`config.mk`:
```
export PLATFORM = sky130hd
export DESIGN_NAME = axi_protocol_monitor
export DESIGN_NICKNAME = d
export VERILOG_FILES = /design/src/rtl/axi_protocol_monitor.sv
export SDC_FILE = /design/constraint.sdc
export NUM_CORES = 1
export LEC_CHECK = 0
export ABC_AREA = 1
export CAP_MARGIN = 20
export CORE_UTILIZATION = 25
export CTS_CLUSTER_DIAMETER = 30
export CTS_CLUSTER_SIZE = 12
export DETAILED_ROUTE_END_ITERATION = 7
export PLACE_DENSITY = 0.51
export SYNTH_ARGS = -nofsm -noshare
export SYNTH_HDL_FRONTEND = slang
export SYNTH_SLANG_ARGS = --single-unit
```
`constraint.sdc`:
```
create_clock -name aclk -period 3.6 [get_ports aclk]
set_clock_uncertainty 0.15 [all_clocks]
set_input_delay 0.9 -clock aclk [delete_from_list [all_inputs] [get_ports aclk]]
set_output_delay 0.9 -clock aclk [all_outputs]
set_load 0.1 [all_outputs]
```
`src/rtl/axi_protocol_monitor.sv`:
```
// axi_protocol_monitor -- passive AXI master-side protocol checker.
// Error classes: E0/E1/E2 AR/AW/W stability while stalled, E3 R burst
// length, E4 orphan R, E5 outstanding overflow, E6 stall timeout, E7 orphan B.
// Optional: define AXI_PROTOCOL_MONITOR_SVA_EN to add one concurrent
// assertion per error class; the flag logic is identical either way.
module axi_protocol_monitor #(
  parameter int W               = 32,
  parameter int B               = 8,
  parameter int MAX_OUTSTANDING = 4,
  parameter int TIMEOUT         = 256,
  parameter int CNT_W           = 16
) (
  input  logic             aclk,
  input  logic             areset,
  input  logic             arvalid,
  input  logic             arready,
  input  logic [31:0]      araddr,
  input  logic [B-1:0]     arlen,
  input  logic             awvalid,
  input  logic             awready,
  input  logic [31:0]      awaddr,
  input  logic [B-1:0]     awlen,
  input  logic             wvalid,
  input  logic             wready,
  input  logic             wlast,
  input  logic [W-1:0]     wdata,
  input  logic [W/8-1:0]   wstrb,
  input  logic             rvalid,
  input  logic             rready,
  input  logic             rlast,
  input  logic             bvalid,
  input  logic             bready,
  input  logic             err_clr,
  output logic [7:0]       err_vec,
  output logic             err_valid,
  output logic [2:0]       err_first,
  output logic [CNT_W-1:0] err_cnt,
  output logic             err_irq
);

  localparam int PW = $clog2(MAX_OUTSTANDING);
  localparam int TW = (TIMEOUT > 0) ? $clog2(TIMEOUT + 1) : 1;
  localparam logic [PW:0]      DEPTH   = (PW+1)'(MAX_OUTSTANDING);
  localparam logic [TW-1:0]    TO_LAST = TW'((TIMEOUT > 0) ? TIMEOUT - 1 : 0);
  localparam logic [TW-1:0]    TO_SAT  = TW'(TIMEOUT);
  localparam logic [CNT_W-1:0] CNT_SAT = {CNT_W{1'b1}};

  // Previous-cycle snapshots for the stability checks.
  logic            ar_stall_q, aw_stall_q, w_stall_q;
  logic [31:0]     araddr_q, awaddr_q;
  logic [B-1:0]    arlen_q, awlen_q;
  logic [W-1:0]    wdata_q;
  logic [W/8-1:0]  wstrb_q;
  logic            wlast_q;
  // AR length FIFO and R beat tracking.
  logic [B-1:0]    mem_q [MAX_OUTSTANDING];
  logic [PW-1:0]   rd_ptr_q, rd_ptr_d, wr_ptr_q, wr_ptr_d;
  logic [PW:0]     fifo_cnt_q, fifo_cnt_d;
  logic [B:0]      rbeat_q, rbeat_d;
  // AW outstanding and stall timeout counters.
  logic [PW:0]     aw_out_q, aw_out_d;
  logic [TW-1:0]   to_ar_q, to_ar_d, to_aw_q, to_aw_d, to_w_q, to_w_d;
  // Error reporting state.
  logic [7:0]       err_vec_q, err_vec_d;
  logic             err_valid_q, err_valid_d;
  logic [2:0]       err_first_q, err_first_d;
  logic [CNT_W-1:0] err_cnt_q, err_cnt_d;
  logic             err_irq_q, err_irq_d;

  logic       ar_hs, aw_hs, r_hs, b_hs;
  logic       fifo_empty, fifo_full, push, pop, new_any;
  logic [B-1:0] fifo_head;
  logic [B:0] r_beat, r_exp;
  logic [7:0] det;

  assign ar_hs      = arvalid & arready;
  assign aw_hs      = awvalid & awready;
  assign r_hs       = rvalid & rready;
  assign b_hs       = bvalid & bready;
  assign fifo_empty = (fifo_cnt_q == '0);
  assign fifo_full  = (fifo_cnt_q == DEPTH);
  assign fifo_head  = mem_q[rd_ptr_q];
  assign r_beat     = rbeat_q + 1'b1;
  assign r_exp      = {1'b0, fifo_head} + 1'b1;
  assign new_any    = |det;

  function automatic logic [TW-1:0] to_next(input logic stall, input logic [TW-1:0] cnt);
    if (!stall)        return '0;
    if (cnt == TO_SAT) return cnt;
    return cnt + 1'b1;
  endfunction

  function automatic logic to_hit(input logic stall, input logic [TW-1:0] cnt);
    return (TIMEOUT > 0) && stall && (cnt == TO_LAST);
  endfunction

  function automatic logic [2:0] first_idx(input logic [7:0] v);
    logic [2:0] idx;
    idx = '0;
    for (int i = 7; i >= 0; i--) if (v[i]) idx = 3'(i);
    return idx;
  endfunction

  // Detect protocol violations and advance the tracking state.
  always_comb begin
    // NOTE: every signal written here gets a default first, so no path can infer a latch.
    det        = '0;
    push       = 1'b0;
    pop        = 1'b0;
    rd_ptr_d   = rd_ptr_q;
    wr_ptr_d   = wr_ptr_q;
    fifo_cnt_d = fifo_cnt_q;
    rbeat_d    = rbeat_q;
    aw_out_d   = aw_out_q;

    det[0] = ar_stall_q && (!arvalid || araddr != araddr_q || arlen != arlen_q);
    det[1] = aw_stall_q && (!awvalid || awaddr != awaddr_q || awlen != awlen_q);
    det[2] = w_stall_q  && (!wvalid  || wdata != wdata_q || wstrb != wstrb_q || wlast != wlast_q);

    if (r_hs) begin
      if (fifo_empty) begin
        det[4] = 1'b1;
      end else if (rlast) begin
        det[3] = (r_beat != r_exp);
        pop    = 1'b1;
      end else if (r_beat == r_exp) begin
        det[3] = 1'b1;  // missing rlast: resync to the next burst
        pop    = 1'b1;
      end else begin
        rbeat_d = r_beat;
      end
    end
    if (pop) begin
      rbeat_d  = '0;
      rd_ptr_d = rd_ptr_q + 1'b1;
    end

    if (ar_hs) begin
      if (fifo_full && !pop) det[5] = 1'b1;
      else                   push   = 1'b1;
    end
    if (push) wr_ptr_d = wr_ptr_q + 1'b1;
    case ({push, pop})
      2'b10:   fifo_cnt_d = fifo_cnt_q + 1'b1;
      2'b01:   fifo_cnt_d = fifo_cnt_q - 1'b1;
      default: fifo_cnt_d = fifo_cnt_q;
    endcase

    case ({aw_hs, b_hs})
      2'b10: begin
        if (aw_out_q == DEPTH) det[5]   = 1'b1;
        else                   aw_out_d = aw_out_q + 1'b1;
      end
      2'b01: begin
        if (aw_out_q == '0) det[7]   = 1'b1;
        else                aw_out_d = aw_out_q - 1'b1;
      end
      default: aw_out_d = aw_out_q;
    endcase

    det[6] = to_hit(arvalid & ~arready, to_ar_q) |
             to_hit(awvalid & ~awready, to_aw_q) |
             to_hit(wvalid  & ~wready,  to_w_q);
    to_ar_d = to_next(arvalid & ~arready, to_ar_q);
    to_aw_d = to_next(awvalid & ~awready, to_aw_q);
    to_w_d  = to_next(wvalid  & ~wready,  to_w_q);
  end

  // Fold this cycle's detections into the sticky report; a same-cycle error beats err_clr.
  always_comb begin
    err_vec_d   = err_clr ? det : (err_vec_q | det);
    err_valid_d = err_clr ? new_any : (err_valid_q | new_any);
    err_first_d = err_clr ? 3'd0 : err_first_q;
    if (new_any && (err_clr || !err_valid_q)) err_first_d = first_idx(det);
    err_cnt_d   = err_clr ? '0 : err_cnt_q;
    if (new_any && (err_cnt_d != CNT_SAT)) err_cnt_d = err_cnt_d + 1'b1;
    err_irq_d   = new_any;
  end

  // State register with synchronous reset.
  always_ff @(posedge aclk) begin
    // NOTE: sequential state uses non-blocking assignments so every flop samples pre-edge values.
    if (areset) begin
      ar_stall_q  <= 1'b0;
      aw_stall_q  <= 1'b0;
      w_stall_q   <= 1'b0;
      araddr_q    <= '0;
      awaddr_q    <= '0;
      arlen_q     <= '0;
      awlen_q     <= '0;
      wdata_q     <= '0;
      wstrb_q     <= '0;
      wlast_q     <= 1'b0;
      rd_ptr_q    <= '0;
      wr_ptr_q    <= '0;
      fifo_cnt_q  <= '0;
      rbeat_q     <= '0;
      aw_out_q    <= '0;
      to_ar_q     <= '0;
      to_aw_q     <= '0;
      to_w_q      <= '0;
      err_vec_q   <= '0;
      err_valid_q <= 1'b0;
      err_first_q <= '0;
      err_cnt_q   <= '0;
      err_irq_q   <= 1'b0;
    end else begin
      ar_stall_q  <= arvalid & ~arready;
      aw_stall_q  <= awvalid & ~awready;
      w_stall_q   <= wvalid & ~wready;
      araddr_q    <= araddr;
      awaddr_q    <= awaddr;
      arlen_q     <= arlen;
      awlen_q     <= awlen;
      wdata_q     <= wdata;
      wstrb_q     <= wstrb;
      wlast_q     <= wlast;
      rd_ptr_q    <= rd_ptr_d;
      wr_ptr_q    <= wr_ptr_d;
      fifo_cnt_q  <= fifo_cnt_d;
      rbeat_q     <= rbeat_d;
      aw_out_q    <= aw_out_d;
      to_ar_q     <= to_ar_d;
      to_aw_q     <= to_aw_d;
      to_w_q      <= to_w_d;
      err_vec_q   <= err_vec_d;
      err_valid_q <= err_valid_d;
      err_first_q <= err_first_d;
      err_cnt_q   <= err_cnt_d;
      err_irq_q   <= err_irq_d;
    end
  end

  // AR length storage.
  always_ff @(posedge aclk) begin
    // NOTE: storage is not reset; fifo_cnt_q marks which entries hold valid data.
    if (push) mem_q[wr_ptr_q] <= arlen;
  end

  assign err_vec   = err_vec_q;
  assign err_valid = err_valid_q;
  assign err_first = err_first_q;
  assign err_cnt   = err_cnt_q;
  assign err_irq   = err_irq_q;

`ifdef AXI_PROTOCOL_MONITOR_SVA_EN
  a_e0_ar_stable: assert property (@(posedge aclk) disable iff (areset) !det[0])
    else $error("E0 ar_stability at %0t", $time);
  a_e1_aw_stable: assert property (@(posedge aclk) disable iff (areset) !det[1])
    else $error("E1 aw_stability at %0t", $time);
  a_e2_w_stable: assert property (@(posedge aclk) disable iff (areset) !det[2])
    else $error("E2 w_stability at %0t", $time);
  a_e3_r_len: assert property (@(posedge aclk) disable iff (areset) !det[3])
    else $error("E3 r_burst_length at %0t", $time);
  a_e4_r_orphan: assert property (@(posedge aclk) disable iff (areset) !det[4])
    else $error("E4 orphan_r at %0t", $time);
  a_e5_overflow: assert property (@(posedge aclk) disable iff (areset) !det[5])
    else $error("E5 outstanding_overflow at %0t", $time);
  a_e6_timeout: assert property (@(posedge aclk) disable iff (areset) !det[6])
    else $error("E6 stall_timeout at %0t", $time);
  a_e7_b_orphan: assert property (@(posedge aclk) disable iff (areset) !det[7])
    else $error("E7 orphan_b at %0t", $time);
`endif

endmodule

```
### Yosys cells after proc, flatten, opt, wreduce, memory -nomap -nowiden

Memories as Yosys holds them, arrays and structs flattened. A register that Yosys moved wholly into a read port is not among the register bits.
Index checks and enable logic that the tools add are counted.

* add/subtract/negate cells: 12
* multiply operators: 0
* div/mod/pow operators: 0
* $lt $le $gt $ge: 0
* eq/ne operators: 27
* shift operators: 0
* multiplexer cells: 56
* bitwise gates (word level): 17
* reduce and logical (&&, ||, !) cells: 31

Operators by type and width (count)
* 2-to-1 mux 9 bit: 12
* != test 32 bit: 3
* adder 9 x 1 -> 9 bit (second input constant): 4
* 2-to-1 mux 3 bit: 12
* 2-to-1 mux 16 bit: 2
* equality test 9 x 8 -> 1 bit (second input constant): 3
* equality test 9 bit (second input constant): 3
* 2-to-1 mux 1 bit: 24
* adder 16 x 1 -> 16 bit (second input constant): 1
* != test 16 bit (second input constant): 1
* != test 8 bit: 2
* one-hot mux 3 bit (2 select lines): 2
* adder 8 x 1 -> 9 bit (second input constant): 1
* equality test 9 bit: 1
* logical AND 1 bit: 9
* != test 3 bit (second input constant): 3
* != test 9 bit: 1
* logical OR 1 bit: 8
* 2-to-1 mux 8 bit: 1
* bitwise OR 8 bit: 1
* OR reduction 8 bit: 1
* AND 1 bit: 7
* adder 3 x 1 -> 3 bit (second input constant): 2
* equality test 3 bit (second input constant): 2
* other kinds (16): 37

* register bits after elaboration: 195
* latch bits: 0
* memory bits (writable): 32
* memory bits (read-only): 0
* bits of input ports: 131
* output and inout port bits: 29
* logic and storage cells: 167
* memories: 1

Memories
* mem_q: depth 4, width 8, read ports 1, clocked after Yosys merged registers in 1, wr ports 1, line 56 `logic [B-1:0] mem_q [MAX_OUTSTANDING];`

### Longest topological paths before layout

Gate-level depths: netlist of the first run.

* depth after elaboration: 19
* gate-level depth with buffers: 31

### Worst setup path before layout of the first run

OpenSTA, ideal clock, no wires.

* path kind: register to register
* from: register (tool-made name)
* to: register fifo_cnt_q[1]
* arrival: 3.358 ns
* required time: 3.385 ns
* slack: 0.027 ns
* cell stages (with the launch flop): 29
* path buffers: 3
* period minus slack after synthesis: 3.573 ns
* cell sequence: dfxtp_1 > buf_6 > inv_6 > buf_6 > nand2_1 > nand3_1 > nand2_1 > inv_1 > ha_1 > xnor2_1 > o21ai_0 > nor2_1 > nand2_1 > nor2_1 > nand2_1 > nor2_2 > nand3_4 > buf_6 > ha_1 > inv_1 > nand2_2 > nand3_1 > nand2_1 > ha_1 > inv_1 > fa_1 > nor2_1 > a21oi_1 > nor2_1

RTL lines
* end signal, assigned: line 220 `fifo_cnt_q <= fifo_cnt_d;`
* end, declared: line 58 `logic [PW:0] fifo_cnt_q, fifo_cnt_d;`

==> results of run 1 <==
## flip-flops by register name, indices dropped and copies added, names as in the netlist, 9 cells and up, named ones only
| register | cells |
|---|---|
| to_aw_q | 9 |
| wdata_q | 32 |
| mem_q | 32 |
| to_ar_q | 9 |
| to_w_q | 9 |
| awaddr_q | 32 |
| rbeat_q | 9 |
| err_cnt | 16 |
| araddr_q | 32 |
## layout make-up
cell class / count / area [um^2]
Clock inverter: 31 / 424
Inverter: 312 / 1180
Clock buffer: 95 / 2080
Fill cell: 4431 / 27200
Antenna cell: 3 / 7.51
Sequential cell: 229 / 4910
Timing Repair Buffer: 196 / 1810
Multi-Input combinational cell: 978 / 4740
Tap cell: 585 / 732
## cell usage in the layout, fill, tap and decap left out, types with 4 or more instances in the layout
cell type,instances
a21oi_1,57
clkdlybuf4s50_1,129
inv_2,10
edfxtp_1,32
nor2_2,10
nand4_1,18
o21ai_0,26
inv_1,301
nor3_1,15
dfxtp_1,195
o21ai_1,7
nand2_4,4
buf_4,65
or2_2,5
nand2_1,383
xnor2_1,33
ha_1,19
nand3_2,5
clkinv_2,10
clkbuf_1,5
nand2_2,7
clkbuf_16,73
bufinv_16,9
nor4_1,11
clkinvlp_4,5
xor2_1,23
nand3_1,74
nor2_1,244
a21oi_2,8
clkbuf_8,17
## kinds of logic after synthesis
group / Yosys count / synth area share, %
xor+xnor: 56 / 4.49
compound gates: 114 / 5.69
flops: 229 / 44.9
fa+ha+maj: 22 / 2.66
simple gates: 785 / 30.0
buf+inv: 342 / 12.2
## metrics by stage
| step | hold slack, ns | utilization [%] | power, mW | worst slack (ns) | cells |
|---|---|---|---|---|---|
| after floorplan | 0.301 | - | 3.26 | 0.0271 | 1548 |
| after global placement | 0.313 | 30.8 | 3.57 | 0.0291 | 2293 |
| after detailed placement | 0.317 | 30.8 | 3.58 | 0.0145 | 2293 |
| after CTS | 0.324 | 36.6 | 10.1 | 0.0323 | 2419 |
| after global routing | 0.339 | 36.9 | 10.4 | -0.0795 | 2428 |
| final | 0.318 | 36.9 | 9.95 | 0.230 | 2429 |
## layer usage
layer  vias up  part of all wire (%)  GRT usage, %  wire, um
met5         -                  0.11             0        31
met2       197                    46          21.4     13100
met3        82                   7.3          4.61      2050
li1       5201                     -             -         -
met4         4                   3.5          6.77       999
met1      4266                    43          14.5     12000
## final timing paths
check                                            from                          to  slack [ns]  cells past startpoint
worst max-delay path                             flop  fifo_cnt_q[1]$_SDFFE_PP0P_        0.23                     25
worst min-delay path            err_vec[2]$_SDFF_PP0_       err_vec[2]$_SDFF_PP0_        0.32                      2
worst max register to register                   flop  fifo_cnt_q[1]$_SDFFE_PP0P_        0.23                     25
worst min register to register  err_vec[2]$_SDFF_PP0_       err_vec[2]$_SDFF_PP0_        0.32                      2
## worst reg2reg max path, cell delays in order, from the launching register on
cell and delay, ns:
dfxtp_4 0.39, inv_6 0.06, nand2_1 0.06, nand3_1 0.09
nand2_2 0.08, inv_1 0.05, ha_1 0.29, xnor2_1 0.14
o21ai_1 0.08, nor2_1 0.11, nand2_1 0.06, nor2_1 0.08
nand2_1 0.06, nor2_2 0.15, nand3_4 0.08, ha_2 0.17
inv_1 0.06, nand2_2 0.08, nand3_1 0.08, nand2_1 0.07
ha_1 0.21, inv_2 0.07, fa_2 0.43, nor2_2 0.11
a21oi_2 0.04, nor2_1 0.07
## timing repair
action,CTS,global route
buffers inserted,0,6
gates resized for setup,0,25
hold buffers,0,0
endpoints found under the setup margin,0,21
endpoints found under the hold margin,0,0
## report_power, final
part           internal (mW)  switching (mW)
Sequential              2.71          0.0503
Clock                   4.64            1.75
Combinational          0.344           0.454
==> out/summary.txt, run 1 <==
Initial antenna violation count: 5
Worst slew margin: 48.9%
Max incr delay on CP: 0.43 ns
Top cells by area, synth: dfxtp_1, nand2_1, inv_1
Nets: 1941
Static leakage: 7.26 nW
Fin. Hold Viols: 0
Routed WL: 28200 um
CTS buffer count: 71
CTS sink count: 229
Syn_area_per_cell: 7.06 um^2
Maximum clock insertion buffer count: 3
Count leader, synth: nand2_1
Total congestion overflow: 0
Commonest cells in the netlist: nand2_1, inv_1, nor2_1
Die W: 211 um
Post-Synthesis Cell Area: 0.0109 mm^2
Largest delay contributor family on the critical path: simple AND/OR/NAND/NOR gates
Post-synthesis cell type count: 45
Pin count of the biggest net entering global routing: 146
Worst path buffer plus inverter count: 4
Synth Instances: 1548
Remaining DRCs: 0
Top FF cell, synth: dfxtp_1
FF+latch count, synth: 229
Async SR Flop Fraction: 0%
Finish-stage setup viols: 0
Fraction of post-synthesis cell area in the top cell type by area: 36.1%
Layout area overhead: 45.4%
Core box area: 0.0431 mm^2
Ys Warns: 0
Clock-pin slew on the worst setup and hold paths: 0.04 ns
CTS tree: done
Tightest Pin Transition: 0.766 ns
EDFF count, synth: 32
Maximum clock frequency: 0.297 GHz
Global Route Usage Sum: 12.9%
Most used cell, CP: nand2_1
1st-pass router iterations: 4
Critical path launch point type: flop
Worst vdd ir: 0.340 mV
Placer Congestion: 0.859
CP Max Fanout: 9
Fin area: 0.0159 mm^2
Number of H-tree levels: 3
Slowest-stage cell, CP: fa_2
CP Data Arrival Time: 3.69 ns
ANT nets after route: 0
Worst setup path category: reg -> reg
Vias: 9750
Die Footprint: 0.0445 mm^2
Outcome: complete, no violations
Clock period minus worst slack: 3.37 ns
Clock Root Buffer: clkbuf_16
Die Y-Extent: 211 um
Boundary Pins: 160
Vias per cell: 4.01
Global-route wire length before repair: 45900 um
Final Max Tran Viols: 0
Cell Pwr Density: 626 mW/mm^2
Syn nets: 1701
RSZ-0062 raised after global routing: yes
Placed cell area: 0.0133 mm^2
Fin Setup TNS: 0 ns
DP Wirelength: 20200 um
Final Cycle Share: 93.6%
Post-DR wirelength/cell: 11.6 um
Hold Path Class: reg -> reg
Vias in the first global route: 9718
Crit path capture type: flop
PortBufs: 159
Clock Latency Late Sink: 0.56 ns
Initial Util: 25.4%
Sequential fraction of the synthesis area: 44.9%
Standard-cell rows: 76
CP required: 3.92 ns
Initial DRC count: 454
Layout cell share with drive strength beyond 1: 13.5%
Max Cap Viol: 0
Cell taking the most area after synthesis: dfxtp_1
No activity file was read; power rests on OpenSTA's default activity.
==> run 2: changes to the inputs <==
Settings changed: CTS_CLUSTER_DIAMETER 30 to not set, CTS_CLUSTER_SIZE 12 to 40, TNS_END_PERCENT set to 20.
==> out/summary.txt, run 2 (synthesis results as in run 1) <==
Critical path launch point type: flop
Grt met2 use: 21.3% (-0.12 points)
Initial antenna violation count: 5 (unchanged)
Placer Congestion: 0.859 (unchanged)
Layout cell share with drive strength beyond 1: 10.0% (-3.5 points)
PortBufs: 159 (unchanged)
Multi-input logic area: 0.00475 mm^2 (+0.16%)
Internal power consumption: 4.91 mW (-36%)
DP Wirelength: 20200 um (unchanged)
Reg power frac: 42.0% (+14 points)
Fillcell total: 4552 (+2.7%)
Placement Setup Slack: 0.0145 ns (unchanged)
Vias in the first global route: 9239 (-4.9%)
Die Y-Extent: 211 um (unchanged)
Worst setup path category: reg -> reg
CP Max Fanout: 9 (unchanged)
Initial DRC count: 442 (-2.6%)
Total congestion overflow: 0 (unchanged)
Fin. Hold Viols: 0 (unchanged)
Standard-cell rows: 76 (unchanged)
Most frequent cells in the layout: nand2_1, inv_1, nor2_1
Global Route Usage Sum: 12.4% (-0.54 points)
Number of H-tree levels: 1 (-2)
Max incr delay on CP: 0.39 ns (-0.04 ns)
Core box area: 0.0431 mm^2 (unchanged)
Vias: 9447 (-3.1%)
Layout area overhead: 31.7%
Clk pwr share: 45.8% (-18 points)
Final Max Tran Viols: 0 (unchanged)
Crit path capture type: flop
Clock period minus worst slack: 3.38 ns (+0.00981 ns)
CTS sink count: 229 (unchanged)
Most used cell, CP: nand2_1
Outcome: complete, no violations
Clock Latency Late Sink: 0.55 ns (about the same)
Initial Util: 25.4% (unchanged)
Boundary Pins: 160 (unchanged)
1st-pass router iterations: 5 (+1)
CP Data Arrival Time: 3.70 ns (about the same)
CTS tree: done
Seq. cell area: 0.00491 mm^2 (unchanged)
Fin area: 0.0144 mm^2 (-9.5%)
Die W: 211 um (unchanged)
Met1 Track Usage GR: 14.7% (+0.20 points)
Maximum clock insertion buffer count: 3 (unchanged)
Tightest Pin Transition: 0.741 ns (-0.0250 ns)
Routed WL: 27400 um (-2.7%)
Static leakage: 6.54 nW (-9.9%)
Die Footprint: 0.0445 mm^2 (unchanged)
ANT nets after route: 0 (unchanged)
Nets: 1898 (-2.2%)
Cell Pwr Density: 455 mW/mm^2 (-27%)
Remaining DRCs: 0 (unchanged)
Maximum clock frequency: 0.296 GHz (-0.29%)
Busiest grt layer: met2
Worst vdd ir: 0.341 mV (+0.27%)
Clock-pin slew on the worst setup and hold paths: 0.06 ns (+0.02 ns)
Largest delay contributor family on the critical path: simple AND/OR/NAND/NOR gates
Most common cell after layout, fill and taps aside: nand2_1
Logic pwr share: 12.2% (+4.2 points)
Vias per cell: 4.01 (about the same)
CTS buffer count: 28 (-61%)
Sw frac: 25.1% (+2.3 points)
Post-DR wirelength/cell: 11.6 um (+0.37%)
Placed cell area: 0.0133 mm^2 (unchanged)
Max Cap Viol: 0 (unchanged)
Final Cycle Share: 93.9% (+0.27 points)
NetSw: 1.64 mW (-27%)
Hold Path Class: reg -> reg
CP required: 3.92 ns (about the same)
Worst path buffer plus inverter count: 5 (+1)
Pin count of the biggest net entering global routing: 146 (unchanged)
Worst slew margin: 50.6% (+1.7 points)
Global routing usage on met3: 3.11% (-1.5 points)
Clock Root Buffer: clkbuf_16
Slowest-stage cell, CP: dfxtp_4
Final WS setup: 0.221 ns (-0.00981 ns)
Global-route wire length before repair: 44600 um (-3.0%)
Finish-stage setup viols: 0 (unchanged)
[run 2: cell count changes in the layout (fill, tap and decap cells not counted), moves of 2 or more]
cell	change
clkbuf_16	-43
clkbuf_8	-10
bufinv_16	-6
clkinvlp_4	-4
clkinv_2	-3
a21oi_1	+2
a21oi_2	-2
clkinv_1	-2
clkinv_4	-2
clkinv_8	-2
[run 2: final cells by class]
class,instances,share of cell area [%]
Sequential cell,229,34.1
Multi-Input combinational cell,978,33.0
Timing Repair Buffer,196,12.6
Inverter,312,8.18
Clock buffer,41,6.00
Tap cell,585,5.09
Clock inverter,11,0.922
Antenna cell,3,0.0522
[run 2: layer usage]
layer	up-vias	part of all wire (%)
met5	-	0.11
met4	4	3.1
met3	57	5.8
met2	151	47
met1	4148	44
li1	5087	-
[run 2: power by group through the flow]
stage / clock (mW) / sequential (mW) / combinational (mW)
after global placement: 0 / 2.80 / 0.774
after floorplan: 0 / 2.87 / 0.394
after detailed placement: 0 / 2.80 / 0.780
after global routing: 3.21 / 2.76 / 0.902
final: 3.00 / 2.75 / 0.800
after CTS: 3.11 / 2.75 / 0.783
[run 2: worst register-to-register path, delay by kind of cell, from the launching register on]
kind            cells  cell delay, ns
xor+xnor            1            0.14
fa+ha+maj           2            0.44
simple gates       17            1.62
buf+inv             5            0.37
compound gates      2            0.20
flops               1            0.39
[run 2: through the flow]
| stage | hold slack [ns] | TNS, ns | utilization, % | power, mW | cells |
|---|---|---|---|---|---|
| floorplan | 0.301 | 0 | - | 3.26 | 1548 |
| global placement | 0.313 | 0 | 30.8 | 3.57 | 2293 |
| detailed placement | 0.317 | 0 | 30.8 | 3.58 | 2293 |
| CTS | 0.327 | 0 | 33.1 | 6.64 | 2345 |
| global route | 0.341 | -1.04 | 33.4 | 6.87 | 2354 |
| finish | 0.322 | 0 | 33.4 | 6.55 | 2355 |
[run 2: final timing paths]
| check | from | endpoint | slack, ns | cells after the start |
|---|---|---|---|---|
| max | flop | err_cnt[11]$_SDFF_PP0_ | 0.22 | 27 |
| min | err_vec[0]$_SDFF_PP0_ | err_vec[0]$_SDFF_PP0_ | 0.32 | 2 |
| max reg2reg | flop | err_cnt[11]$_SDFF_PP0_ | 0.22 | 27 |
| min reg2reg | err_vec[0]$_SDFF_PP0_ | err_vec[0]$_SDFF_PP0_ | 0.32 | 2 |
[run 2: timing repair]
item	in CTS	in global routing
hold buffers	0	0
resized for setup	0	25
buffers inserted	0	6
hold endpoints to repair	0	0
setup endpoints to repair	0	21
